[src/rtl/ultrasonic_distance_filter_if.sv]
`default_nettype none
// ============================================================================
// Module   : ultrasonic_distance_filter_if
// Brief    : Sample stream, control and result bundle for the distance filter.
// Revision : 1.0
// ============================================================================
interface ultrasonic_distance_filter_if;
  logic [8:0] dist_in;
  logic       dist_valid;
  logic       clear;
  logic [8:0] threshold;
  logic [3:0] hyst;
  logic [8:0] avg_dist;
  logic       avg_valid;
  logic       near_alarm;
  logic [8:0] min_dist;
  logic [8:0] max_dist;
  logic [7:0] reject_cnt;

  modport master (
    output dist_in, dist_valid, clear, threshold, hyst,
    input  avg_dist, avg_valid, near_alarm, min_dist, max_dist, reject_cnt
  );

  modport slave (
    input  dist_in, dist_valid, clear, threshold, hyst,
    output avg_dist, avg_valid, near_alarm, min_dist, max_dist, reject_cnt
  );
endinterface
`default_nettype wire

[src/rtl/ultrasonic_distance_filter.sv]
`default_nettype none
// ============================================================================
// Module   : ultrasonic_distance_filter
// Brief    : Range-checks raw ranging samples; moving average, min/max and a
//            hysteretic near-object alarm.
// Revision : 1.0
// ============================================================================
module ultrasonic_distance_filter #(
  parameter int DEPTH  = 4,
  parameter int MAX_CM = 400
) (
  input wire                          PCLK,
  input wire                          PRESETn,
  ultrasonic_distance_filter_if.slave bus
);

  localparam int         LOG2_DEPTH = $clog2(DEPTH);
  localparam int         c_sum_w    = 9 + LOG2_DEPTH;
  localparam logic [8:0] c_max_cm   = 9'(MAX_CM);
  localparam logic [8:0] c_min_init = 9'h1FF;

  typedef enum logic [0:0] {
    ST_FAR  = 1'b0,
    ST_NEAR = 1'b1
  } alarm_state_t;

  logic                  w_in_range;
  logic                  w_accept;
  logic                  w_reject;
  logic                  w_prime;
  logic [c_sum_w-1:0]    w_sample_ext;
  logic [c_sum_w-1:0]    w_old_ext;
  logic [c_sum_w-1:0]    w_sum_upd;
  logic [c_sum_w-1:0]    w_sum_prime;
  logic [8:0]            w_new_avg;
  logic [9:0]            w_release_lvl;

  logic [8:0]            r_buf [DEPTH];
  logic [LOG2_DEPTH-1:0] r_wr_ptr;
  logic [c_sum_w-1:0]    r_sum;
  logic                  r_primed;
  logic                  r_upd;
  logic [8:0]            r_avg;
  logic                  r_avg_valid;
  logic [8:0]            r_min;
  logic [8:0]            r_max;
  logic [7:0]            r_rej;

  alarm_state_t          r_state;
  alarm_state_t          w_state_nxt;

  // clear has priority: a colliding sample is neither accepted nor rejected
  assign w_in_range = (bus.dist_in != 9'd0) && (bus.dist_in <= c_max_cm);
  assign w_accept   = bus.dist_valid && !bus.clear && w_in_range;
  assign w_reject   = bus.dist_valid && !bus.clear && !w_in_range;
  assign w_prime    = w_accept && !r_primed;

  assign w_sample_ext = {{LOG2_DEPTH{1'b0}}, bus.dist_in};
  assign w_old_ext    = {{LOG2_DEPTH{1'b0}}, r_buf[r_wr_ptr]};
  assign w_sum_upd    = r_sum - w_old_ext + w_sample_ext;
  assign w_sum_prime  = w_sample_ext << LOG2_DEPTH;

  assign w_new_avg     = r_sum[c_sum_w-1:LOG2_DEPTH];
  assign w_release_lvl = {1'b0, bus.threshold} + {6'd0, bus.hyst};

  // Window storage needs no reset: every entry is rewritten by the priming sample
  always_ff @(posedge PCLK) begin
    for (int i = 0; i < DEPTH; i++) begin
      if (w_prime || (w_accept && (r_wr_ptr == LOG2_DEPTH'(i)))) begin
        r_buf[i] <= bus.dist_in;
      end
    end
  end

  always_ff @(posedge PCLK or negedge PRESETn) begin
    if (!PRESETn) begin
      r_sum    <= '0;
      r_wr_ptr <= '0;
      r_primed <= 1'b0;
      r_min    <= c_min_init;
      r_max    <= 9'd0;
      r_rej    <= 8'd0;
      r_upd    <= 1'b0;
    end else if (bus.clear) begin
      r_sum    <= '0;
      r_wr_ptr <= '0;
      r_primed <= 1'b0;
      r_min    <= c_min_init;
      r_max    <= 9'd0;
      r_rej    <= 8'd0;
      r_upd    <= 1'b0;
    end else begin
      r_upd <= w_accept;
      if (w_reject && (r_rej != 8'hFF)) begin
        r_rej <= r_rej + 8'd1;
      end
      if (w_prime) begin
        r_sum    <= w_sum_prime;
        r_wr_ptr <= '0;
        r_primed <= 1'b1;
        r_min    <= bus.dist_in;
        r_max    <= bus.dist_in;
      end else if (w_accept) begin
        r_sum    <= w_sum_upd;
        r_wr_ptr <= r_wr_ptr + 1'b1;
        if (bus.dist_in < r_min) begin
          r_min <= bus.dist_in;
        end
        if (bus.dist_in > r_max) begin
          r_max <= bus.dist_in;
        end
      end
    end
  end

  // Output stage runs one cycle behind the window so it sees the settled sum
  always_ff @(posedge PCLK or negedge PRESETn) begin
    if (!PRESETn) begin
      r_avg       <= 9'd0;
      r_avg_valid <= 1'b0;
    end else if (bus.clear) begin
      r_avg       <= 9'd0;
      r_avg_valid <= 1'b0;
    end else begin
      r_avg_valid <= r_upd;
      if (r_upd) begin
        r_avg <= w_new_avg;
      end
    end
  end

  always_ff @(posedge PCLK or negedge PRESETn) begin
    if (!PRESETn) begin
      r_state <= ST_FAR;
    end else begin
      r_state <= w_state_nxt;
    end
  end

  always_comb begin
    w_state_nxt = r_state;
    if (bus.clear) begin
      w_state_nxt = ST_FAR;
    end else if (r_upd) begin
      case (r_state)
        ST_FAR: begin
          if (w_new_avg < bus.threshold) begin
            w_state_nxt = ST_NEAR;
          end
        end
        ST_NEAR: begin
          if ({1'b0, w_new_avg} >= w_release_lvl) begin
            w_state_nxt = ST_FAR;
          end
        end
        default: w_state_nxt = ST_FAR;
      endcase
    end
  end

  assign bus.avg_dist   = r_avg;
  assign bus.avg_valid  = r_avg_valid;
  assign bus.near_alarm = (r_state == ST_NEAR);
  assign bus.min_dist   = r_min;
  assign bus.max_dist   = r_max;
  assign bus.reject_cnt = r_rej;

endmodule
`default_nettype wire

[src/flat_wrapper.sv]
// flat-port wrapper written by rule: the top's interface ports become plain ports
module ultrasonic_distance_filter_flat 
#(
  parameter int DEPTH  = 4,
  parameter int MAX_CM = 400
)
  (PCLK, PRESETn, bus_dist_in, bus_dist_valid, bus_clear, bus_threshold, bus_hyst, bus_avg_dist, bus_avg_valid, bus_near_alarm, bus_min_dist, bus_max_dist, bus_reject_cnt);
  ultrasonic_distance_filter_if bus_i ();
  input wire PCLK;
  input wire PRESETn;
  input wire logic [$bits(bus_i.dist_in)-1:0] bus_dist_in;
  input wire logic [$bits(bus_i.dist_valid)-1:0] bus_dist_valid;
  input wire logic [$bits(bus_i.clear)-1:0] bus_clear;
  input wire logic [$bits(bus_i.threshold)-1:0] bus_threshold;
  input wire logic [$bits(bus_i.hyst)-1:0] bus_hyst;
  output wire logic [$bits(bus_i.avg_dist)-1:0] bus_avg_dist;
  output wire logic [$bits(bus_i.avg_valid)-1:0] bus_avg_valid;
  output wire logic [$bits(bus_i.near_alarm)-1:0] bus_near_alarm;
  output wire logic [$bits(bus_i.min_dist)-1:0] bus_min_dist;
  output wire logic [$bits(bus_i.max_dist)-1:0] bus_max_dist;
  output wire logic [$bits(bus_i.reject_cnt)-1:0] bus_reject_cnt;
  assign bus_i.dist_in = bus_dist_in;
  assign bus_i.dist_valid = bus_dist_valid;
  assign bus_i.clear = bus_clear;
  assign bus_i.threshold = bus_threshold;
  assign bus_i.hyst = bus_hyst;
  assign bus_avg_dist = bus_i.avg_dist;
  assign bus_avg_valid = bus_i.avg_valid;
  assign bus_near_alarm = bus_i.near_alarm;
  assign bus_min_dist = bus_i.min_dist;
  assign bus_max_dist = bus_i.max_dist;
  assign bus_reject_cnt = bus_i.reject_cnt;
  ultrasonic_distance_filter #(.DEPTH(DEPTH), .MAX_CM(MAX_CM)) u_core (.PCLK(PCLK), .PRESETn(PRESETn), .bus(bus_i));
endmodule
[config.mk]
export PLATFORM = sky130hd
export DESIGN_NAME = ultrasonic_distance_filter_flat
export DESIGN_NICKNAME = d
export VERILOG_FILES = /design/src/rtl/ultrasonic_distance_filter_if.sv /design/src/rtl/ultrasonic_distance_filter.sv /design/src/flat_wrapper.sv
export SDC_FILE = /design/constraint.sdc
export NUM_CORES = 1
export LEC_CHECK = 0
export ABC_CLOCK_PERIOD_IN_PS = 7900
export BUFFER_PORTS_ARGS = -buffer_cell sky130_fd_sc_hd__clkbuf_2
export CAP_MARGIN = 10
export CORE_ASPECT_RATIO = 0.8
export CORE_MARGIN = 3
export CORE_UTILIZATION = 25
export CTS_BUF_LIST = sky130_fd_sc_hd__clkbuf_4 sky130_fd_sc_hd__clkbuf_8
export DETAILED_ROUTE_END_ITERATION = 10
export GPL_ROUTABILITY_DRIVEN = 0
export PLACE_DENSITY = 0.4
export SYNTH_ARGS = -nofsm -noshare
export SYNTH_HDL_FRONTEND = slang
export SYNTH_SLANG_ARGS = --single-unit
[constraint.sdc]
create_clock -name PCLK -period 7.9 [get_ports PCLK]
set_clock_uncertainty 0.2 [all_clocks]
set_input_delay 1.185 -clock PCLK [delete_from_list [all_inputs] [get_ports PCLK]]
set_output_delay 1.185 -clock PCLK [all_outputs]
set_load 0.1 [all_outputs]
==> results of run 1 <==
## placed cells by master (no fill, tap or decap), types with 3 or more instances in the layout
cell,netlist,layout
clkbuf_8,0,9
mux2i_1,15,15
a31oi_1,8,8
nand4_1,5,5
inv_1,76,76
nand2b_1,4,4
xnor2_1,14,14
fa_1,10,10
ha_1,54,54
nor3_1,7,7
nor2b_1,4,4
edfxtp_1,36,36
or3_1,3,3
o21ai_0,15,15
a22o_1,9,9
a211oi_1,14,14
o21a_1,5,5
xor2_1,3,3
a21o_1,7,7
nand3_1,10,10
nor2_1,32,32
nand2_1,28,28
o211ai_1,13,13
a21oi_1,19,19
mux4_2,9,9
dfrtp_1,43,43
o21bai_1,3,3
clkbuf_2,0,62
dfstp_2,9,9
## metal layers
metal  vias to the layer above  wire length (um)  share of wire (%)
met5                         -                 0                  0
met4                         0               206                1.4
met3                        15               682                4.6
met2                        76              6740                 45
met1                      1950              7220                 49
li1                       1920                 -                  -
## registers in the layout (all words and copies together), names as in the netlist
| signal | flops |
|---|---|
| u_core.bus.avg_dist | 9 |
| u_core.bus.avg_valid | 1 |
| u_core.bus.max_dist | 9 |
| u_core.bus.min_dist | 9 |
| u_core.bus.near_alarm | 1 |
| u_core.bus.reject_cnt | 8 |
| u_core.r_buf | 36 |
| u_core.r_primed | 1 |
| u_core.r_sum | 11 |
| u_core.r_upd | 1 |
| u_core.r_wr_ptr | 2 |
## power by group through the flow
stage | sequential [mW] | combinational [mW] | clock [mW]
floorplan | 0.600 | 0.208 | 0
global placement | 0.540 | 0.362 | 0
detailed placement | 0.540 | 0.363 | 0
CTS | 0.531 | 0.366 | 0.395
global route | 0.534 | 0.404 | 0.412
finish | 0.529 | 0.362 | 0.379
## synthesized netlist by cell type, drive strengths merged, types with 4 or more instances
master  count
a211oi     15
dfstp       9
dfrtp      43
mux4        9
o21ai      16
mux2i      15
a22o        9
nand2      28
o211ai     14
nand2b      4
fa         10
and4        4
nor3        7
xnor2      14
a21o        7
nand3      10
o21a        5
or3         4
a21oi      20
a31oi       8
buf         7
edfxtp     36
inv        76
ha         54
nand4       5
nor2       32
nor2b       5
clkbuf      9
## stage by stage
step	hold WS (ns)	setup slack, ns	power (mW)
2_1_floorplan	0.297	3.80	0.808
3_3_place_gp	0.307	3.46	0.902
3_5_place_dp	0.302	3.42	0.904
4_1_cts	0.318	3.51	1.29
5_1_grt	0.347	3.21	1.35
6_report	0.316	3.57	1.27
## tightest hold or removal path, cell delays in order, from the launching register on
cell and delay [ns]:
dfstp_2 0.39, nand2_1 0.05, o211ai_1 0.08
## worst max path at each step
stage	slack, ns	cells after the start	start	endpoint
floorplan	3.80	10	u_core.r_wr_ptr[0]	u_core.r_sum[10]
global placement	3.46	11	bus_dist_in[8]	u_core.r_sum[10]
detailed placement	3.42	11	bus_dist_in[2]	u_core.r_sum[10]
CTS	3.51	12	u_core.r_wr_ptr[0]	u_core.r_sum[10]
global route	3.21	10	u_core.r_wr_ptr[0]	u_core.r_sum[7]
finish	3.57	12	u_core.r_wr_ptr[0]	u_core.r_sum[10]
## layout make-up
class / count / share of cell area, %
Sequential cell: 88 / 38.0
Timing Repair Buffer: 64 / 5.16
Clock inverter: 7 / 1.73
Inverter: 76 / 4.53
Clock buffer: 9 / 1.97
Tap cell: 269 / 5.34
Multi-Input combinational cell: 324 / 43.3
## kinds of logic after synthesis
family,synth area share [%]
xor gates and xnor gates,2.72
muxes,6.71
adders and majority gates,16.0
buffers and inverters,6.49
and+or+nand+nor,10.2
AOI/OAI and AO/OA,14.3
DFF,43.7
==> metrics.md, run 1 <==
| Metric | Value |
|---|---|
| Met3 global-route usage | ~2.8% |
| Met2 Usage GRT | 20.4% |
| M1 GR Usage | a little under a fifth |
| Worst slew pin tran | about 0.84 ns |
| Num Clock Sinks | 88 |
| Sw Ratio | 36.0% |
| Total congestion overflow | 0 |
| Buffers & Inverters on Critical Path | 2 |
| Critical path's slowest cell | dfrtp_1 |
| Hold endpoint | u_core.bus.min_dist[0] |
| Synth top area share | 19.7% |
| First-pass GRT wire length | approximately 24000 um |
| Fmax | 231 MHz |
| Crit-path max cell delay | approximately 0.83 ns |
| Drt wl/cell | 17.7 um |
| P_sw | 0.458 mW |
| Die width | between 150 and 200 um |
| Critical Path RT | around 8 ns |
| Hold Vio Cnt, Final | 0 |
| Synth-to-Final Area Change | 15.0% |
| Setup-failing EPs final | 0 |
| Post-DRT Antenna Nets | 0 |
| Nets | ~650 |
| Fin util | between 20 and 30% |
| Mean post-synth cell area | between 10 and 15 um2 |
| Hold Startpoint | u_core.bus.min_dist[0] |
| EDFF count, synth | 36 |
| Cell Pwr Density | 202 nW/um2 |
| Sequential fraction of the synthesis area | 43.7% |
| # port buffers | 62 |
| Worst-Skew Late Latency | 0.38 ns |
| Largest net degree at the start of global routing | 53 |
| Crit path max fanout | 13 |
| TritonRoute pass-1 iters | 4 |
| Synth warnings | 0 |
| Core area | around 21000 um2 |
| Slew HR | 44.2% |
| Maximum VDD drop | 81.2 uV |
| Reg power frac | about two fifths |
| Hold path depth | 2 |
| Comb power frac | approximately 28% |
| Status | complete, no violations |
| Routed wire length | 14800 um |
| Vias in the first global route | 4135 |
| Int Power | between 0.8 and 0.9 mW |
| #FFs+latches synth | 88 |
| Critical R2R Capture | u_core.r_sum[10] |
| Clk slew on worst S/H paths | ~0.10 ns |
| Worst Hold Class | reg -> reg |
| Crit path arrival time | 4.44 ns |
| Initial antenna violation count | 0 |
| Setup TNS | 0 ns |
| Total CTS buffers | 9 |
| Most used DFF post-synth | dfrtp_1 |
| Hpwl dp | 10700 um |
| GRT Max-Usage Layer | met2 |
| Clock buffer depth | 2 |
| CP top delay family | multiplexers |
| Synth Net Count | 594 |
| First DRT Iteration DRCs | 214 |
| Root Buffer | clkbuf_8 |
| Via density | about 4.7 |
| RSZ-0062 raised after global routing | false |
| Leakage Power | 2.83 nW |
| Design area | 6300 um2 |
| # Post-CTS Setup Buffers | 0 |
| Unique masters post-synth | 60 |
| Share of cells above drive strength 1 | 19.5% |
| Fill cells | 2174 |
| Critical path class | reg -> reg |
| IO Count | 63 |
| Largest area contributor in the netlist | edfxtp_1 |
| Die area | 23700 um2 |
| Multi-input logic area | 2730 um2 |
| Top cells by area, synth | edfxtp_1 (20%), dfrtp_1 (20%), ha_1 (12%) |
| Resize count post-CTS | 0 |
| Critical path endpoint category | flop |
| Synth Cell Area | around 5500 um2 |
| Min Tclk post-route | between 4 and 5 ns |
| Height of the chip | 138 um |
| Worst R2R Path Depth | 12 |
| RR Startpoint | u_core.r_wr_ptr[0] |
| Core Rows | 47 |
| Slew Limit Fails | 0 |
| Hold_buf cts | 0 |
| Setup crit start kind | flop |
| Final Cycle Share | 54.9% |
| Critical-path cell list | mux4_2 -> ha_1 -> inv_1 -> ha_1 -> inv_1 -> fa_1 -> nor2b_2 -> o2111ai_1 -> and4_2 -> or4_4 -> mux2_4 -> a31oi_1 |
| GRT Total Usage | 13.1% |
| R2R setup slack | between 3 and 4 ns |
| Placed cells | 821 |
| CTS tree | yes |
| H-tree levels | 3 |
| Initial Util | 26.0% |
| ANT cells | 0 |
| Max Cap Viol | 0 |
| Clk pwr share | approximately 30% |
| # DRC | 0 |
| DR vias | 3961 |
| Ys async rst share | about 60% |
| Synth Instances | between 500 and 600 |
| Register Area | ~2400 um2 |
| Layout Cells excl Fill | 837 |
| DP Area | 6070 um2 |
Note: power is estimated with default switching activity, not from simulation.
==> inputs of run 2 (changes only) <==
--- a/config.mk
+++ b/config.mk
@@ -5,7 +5,7 @@
 export SDC_FILE = /design/constraint.sdc
 export NUM_CORES = 1
 export LEC_CHECK = 0
-export ABC_CLOCK_PERIOD_IN_PS = 7900
+export ABC_CLOCK_PERIOD_IN_PS = 3600
 export BUFFER_PORTS_ARGS = -buffer_cell sky130_fd_sc_hd__clkbuf_2
 export CAP_MARGIN = 10
 export CORE_ASPECT_RATIO = 0.8
@@ -14,7 +14,7 @@
 export CTS_BUF_LIST = sky130_fd_sc_hd__clkbuf_4 sky130_fd_sc_hd__clkbuf_8
 export DETAILED_ROUTE_END_ITERATION = 10
 export GPL_ROUTABILITY_DRIVEN = 0
-export PLACE_DENSITY = 0.4
+export PLACE_DENSITY = 0.41
 export SYNTH_ARGS = -nofsm -noshare
 export SYNTH_HDL_FRONTEND = slang
 export SYNTH_SLANG_ARGS = --single-unit
==> constraint.sdc (replaced) <==
create_clock -name PCLK -period 3.6 [get_ports PCLK]
set_clock_uncertainty 0.2 [all_clocks]
set_input_delay 0.54 -clock PCLK [delete_from_list [all_inputs] [get_ports PCLK]]
set_output_delay 0.54 -clock PCLK [all_outputs]
set_load 0.1 [all_outputs]
==> metrics.md, run 2 (same netlist as run 1, synthesis figures left out) <==
| Metric | Value |
|---|---|
| Worst R2R Path Depth | 12 |
| CTS tree | yes |
| Leakage Power | between 3 and 4 nW |
| Critical path endpoint category | flop |
| Max Cap Viol | 0 |
| Worst Hold Class | in -> reg |
| Critical R2R Capture | u_core.r_sum[10] |
| Synth-to-Final Area Change | 23.8% |
| TritonRoute pass-1 iters | 4 |
| Crit-path max cell delay | 0.54 ns |
| Status | complete, but fails checks |
| ANT cells | 0 |
| Largest net degree at the start of global routing | 38 |
| Worst-Skew Late Latency | 0.38 ns |
| CP top delay family | adder cells |
| Post-DRT Antenna Nets | 0 |
| H-tree levels | 3 |
| Crit path max fanout | 7 |
| Total CTS buffers | 9 |
| Clk slew on worst S/H paths | 0.09 ns |
| Hold Startpoint | bus_dist_in[0] |
| Critical Path RT | 3.71 ns |
| Initial Util | between 20 and 30% |
| First-pass GRT wire length | 24800 um |
| Initial antenna violation count | 0 |
| Biggest register | u_core.r_buf |
| Layout Cells excl Fill | between 800 and 900 |
| R2R setup slack | -0.01 ns |
| Failing checks | negative setup slack |
| Maximum VDD drop | between 150 and 200 uV |
| RR Startpoint | u_core.r_wr_ptr[1] |
| Drt wl/cell | approximately 17 um |
| GRT Total Usage | a little over an eighth |
| Commonest non-fill, non-tap cells in the layout | inv_1 (73), clkbuf_2 (62), ha_1 (46), dfrtp_1 (43), buf_4 (42) |
| Die area | between 20000 and 25000 um2 |
| Setup crit start kind | flop |
| Slew Limit Fails | 0 |
| Core Rows | 47 |
| DR vias | 4125 |
| Hold path depth | 1 |
| Via density | 4.68 |
| Slew HR | 54.2% |
| # DRC | 0 |
| Setup ws final | -0.0138 ns |
| Critical path's slowest cell | or4_4 |
| Fmax | ~280 MHz |
| Hold Vio Cnt, Final | 0 |
| Share of cells above drive strength 1 | roughly 28% |
| Critical-path cell list | buf_12 -> buf_4 -> mux4_2 -> fa_1 -> inv_1 -> ha_4 -> and2_1 -> o21ai_2 -> a211oi_1 -> or4_4 -> mux2_4 -> a31oi_1 |
| Final Cycle Share | 100% |
| Num Clock Sinks | 88 |
| Biggest regs | u_core.r_buf (36), u_core.r_sum (11) |
| Worst slew pin tran | 0.687 ns |
| Fill cells | approximately 2100 |
| Critical path class | reg -> reg |
| PnR Total Power | 2.80 mW |
| Min Tclk post-route | around 3.6 ns |
| Core area | ~21000 um2 |
| Buffers & Inverters on Critical Path | 3 |
| Total congestion overflow | 0 |
| Commonest non-fill, non-tap cell in the layout | inv_1 |
| Hpwl dp | 11800 um |
| Clock buffer depth | 2 |
| Placed cells | 861 |
| Hold endpoint | u_core.r_buf[2][0] |
| Die width | 172 um |
| Crit path arrival time | 3.72 ns |
| Number of flip-flops in the largest register | 36 |
| Root Buffer | clkbuf_8 |
| IO Count | 63 |
| Fin util | 32.1% |
| Vias in the first global route | 4246 |
| Nets | 698 |
| Cell Pwr Density | 413 nW/um2 |
| Setup-failing EPs final | 1 |
| RSZ-0062 raised after global routing | true |
| First DRT Iteration DRCs | roughly 220 |
| Height of the chip | 138 um |
| Routed wire length | 15400 um |
| # port buffers | 62 |
-- run 2: cell count changes in the layout (fill, tap and decap cells not counted), moves of 2 or more --
cell       previous run  this run
buf_4                 2        42
inv_2                 0         3
fa_1                 10         8
fa_2                  0         2
buf_6                 0         3
ha_4                  0         7
inv_1                76        73
bufinv_16             2         0
ha_1                 54        46
-- run 2: worst max-delay path by stage --
stage                       startpoint          endpoint  cells past startpoint
floorplan           u_core.r_wr_ptr[0]  u_core.r_sum[10]                     10
global placement    u_core.r_wr_ptr[0]  u_core.r_sum[10]                     13
detailed placement  u_core.r_wr_ptr[0]  u_core.r_sum[10]                     13
CTS                 u_core.r_wr_ptr[0]  u_core.r_sum[10]                     11
global route        u_core.r_wr_ptr[0]  u_core.r_sum[10]                     11
finish              u_core.r_wr_ptr[1]  u_core.r_sum[10]                     12
-- run 2: per-layer routing --
layer  routed length (um)  GRT usage, %
met1                 7740          20.0
met3                  530          3.14
met4                  234          3.01
met2                 6860          20.2
met5                    0             0
-- run 2: power breakdown --
group | total, mW | switching, mW | internal (mW)
combinational | 0.980 | 0.589 | 0.391
clock | 0.667 | 0.399 | 0.269
sequential | 1.15 | 0.0465 | 1.11
total | 2.80 | 1.03 | 1.77
-- run 2: layout make-up --
cell class	instances	area [um2]	share of cell area (%)
multi-input combinational	324	2900	42.7
sequential	88	2390	35.3
timing repair buffer	109	689	10.2
tap	269	337	4.96
inverter	76	285	4.21
clock buffer	10	131	1.94
clock inverter	6	50.0	0.738
-- run 2: per-stage QoR --
step / TNS (ns) / area (um2) / hold WS [ns] / setup WS [ns]
after floorplan: -0.0372 / 5550 / 0.0444 / -0.0372
after global placement: -0.0974 / 6450 / 0.304 / -0.0747
after detailed placement: -0.147 / 6450 / 0.308 / -0.103
after CTS: -0.0186 / 6680 / 0.231 / -0.0186
after global routing: -0.166 / 6780 / 0.239 / -0.148
final: -0.0138 / 6780 / 0.255 / -0.0138
-- run 2: timing repair --
action                     in CTS  in global routing
pin swaps                       7                  6
hold buffers                    1                  0
setup buffers                   2                  2
setup endpoints to repair       2                  5
resized for setup               6                 16
hold endpoints to repair       10                  0
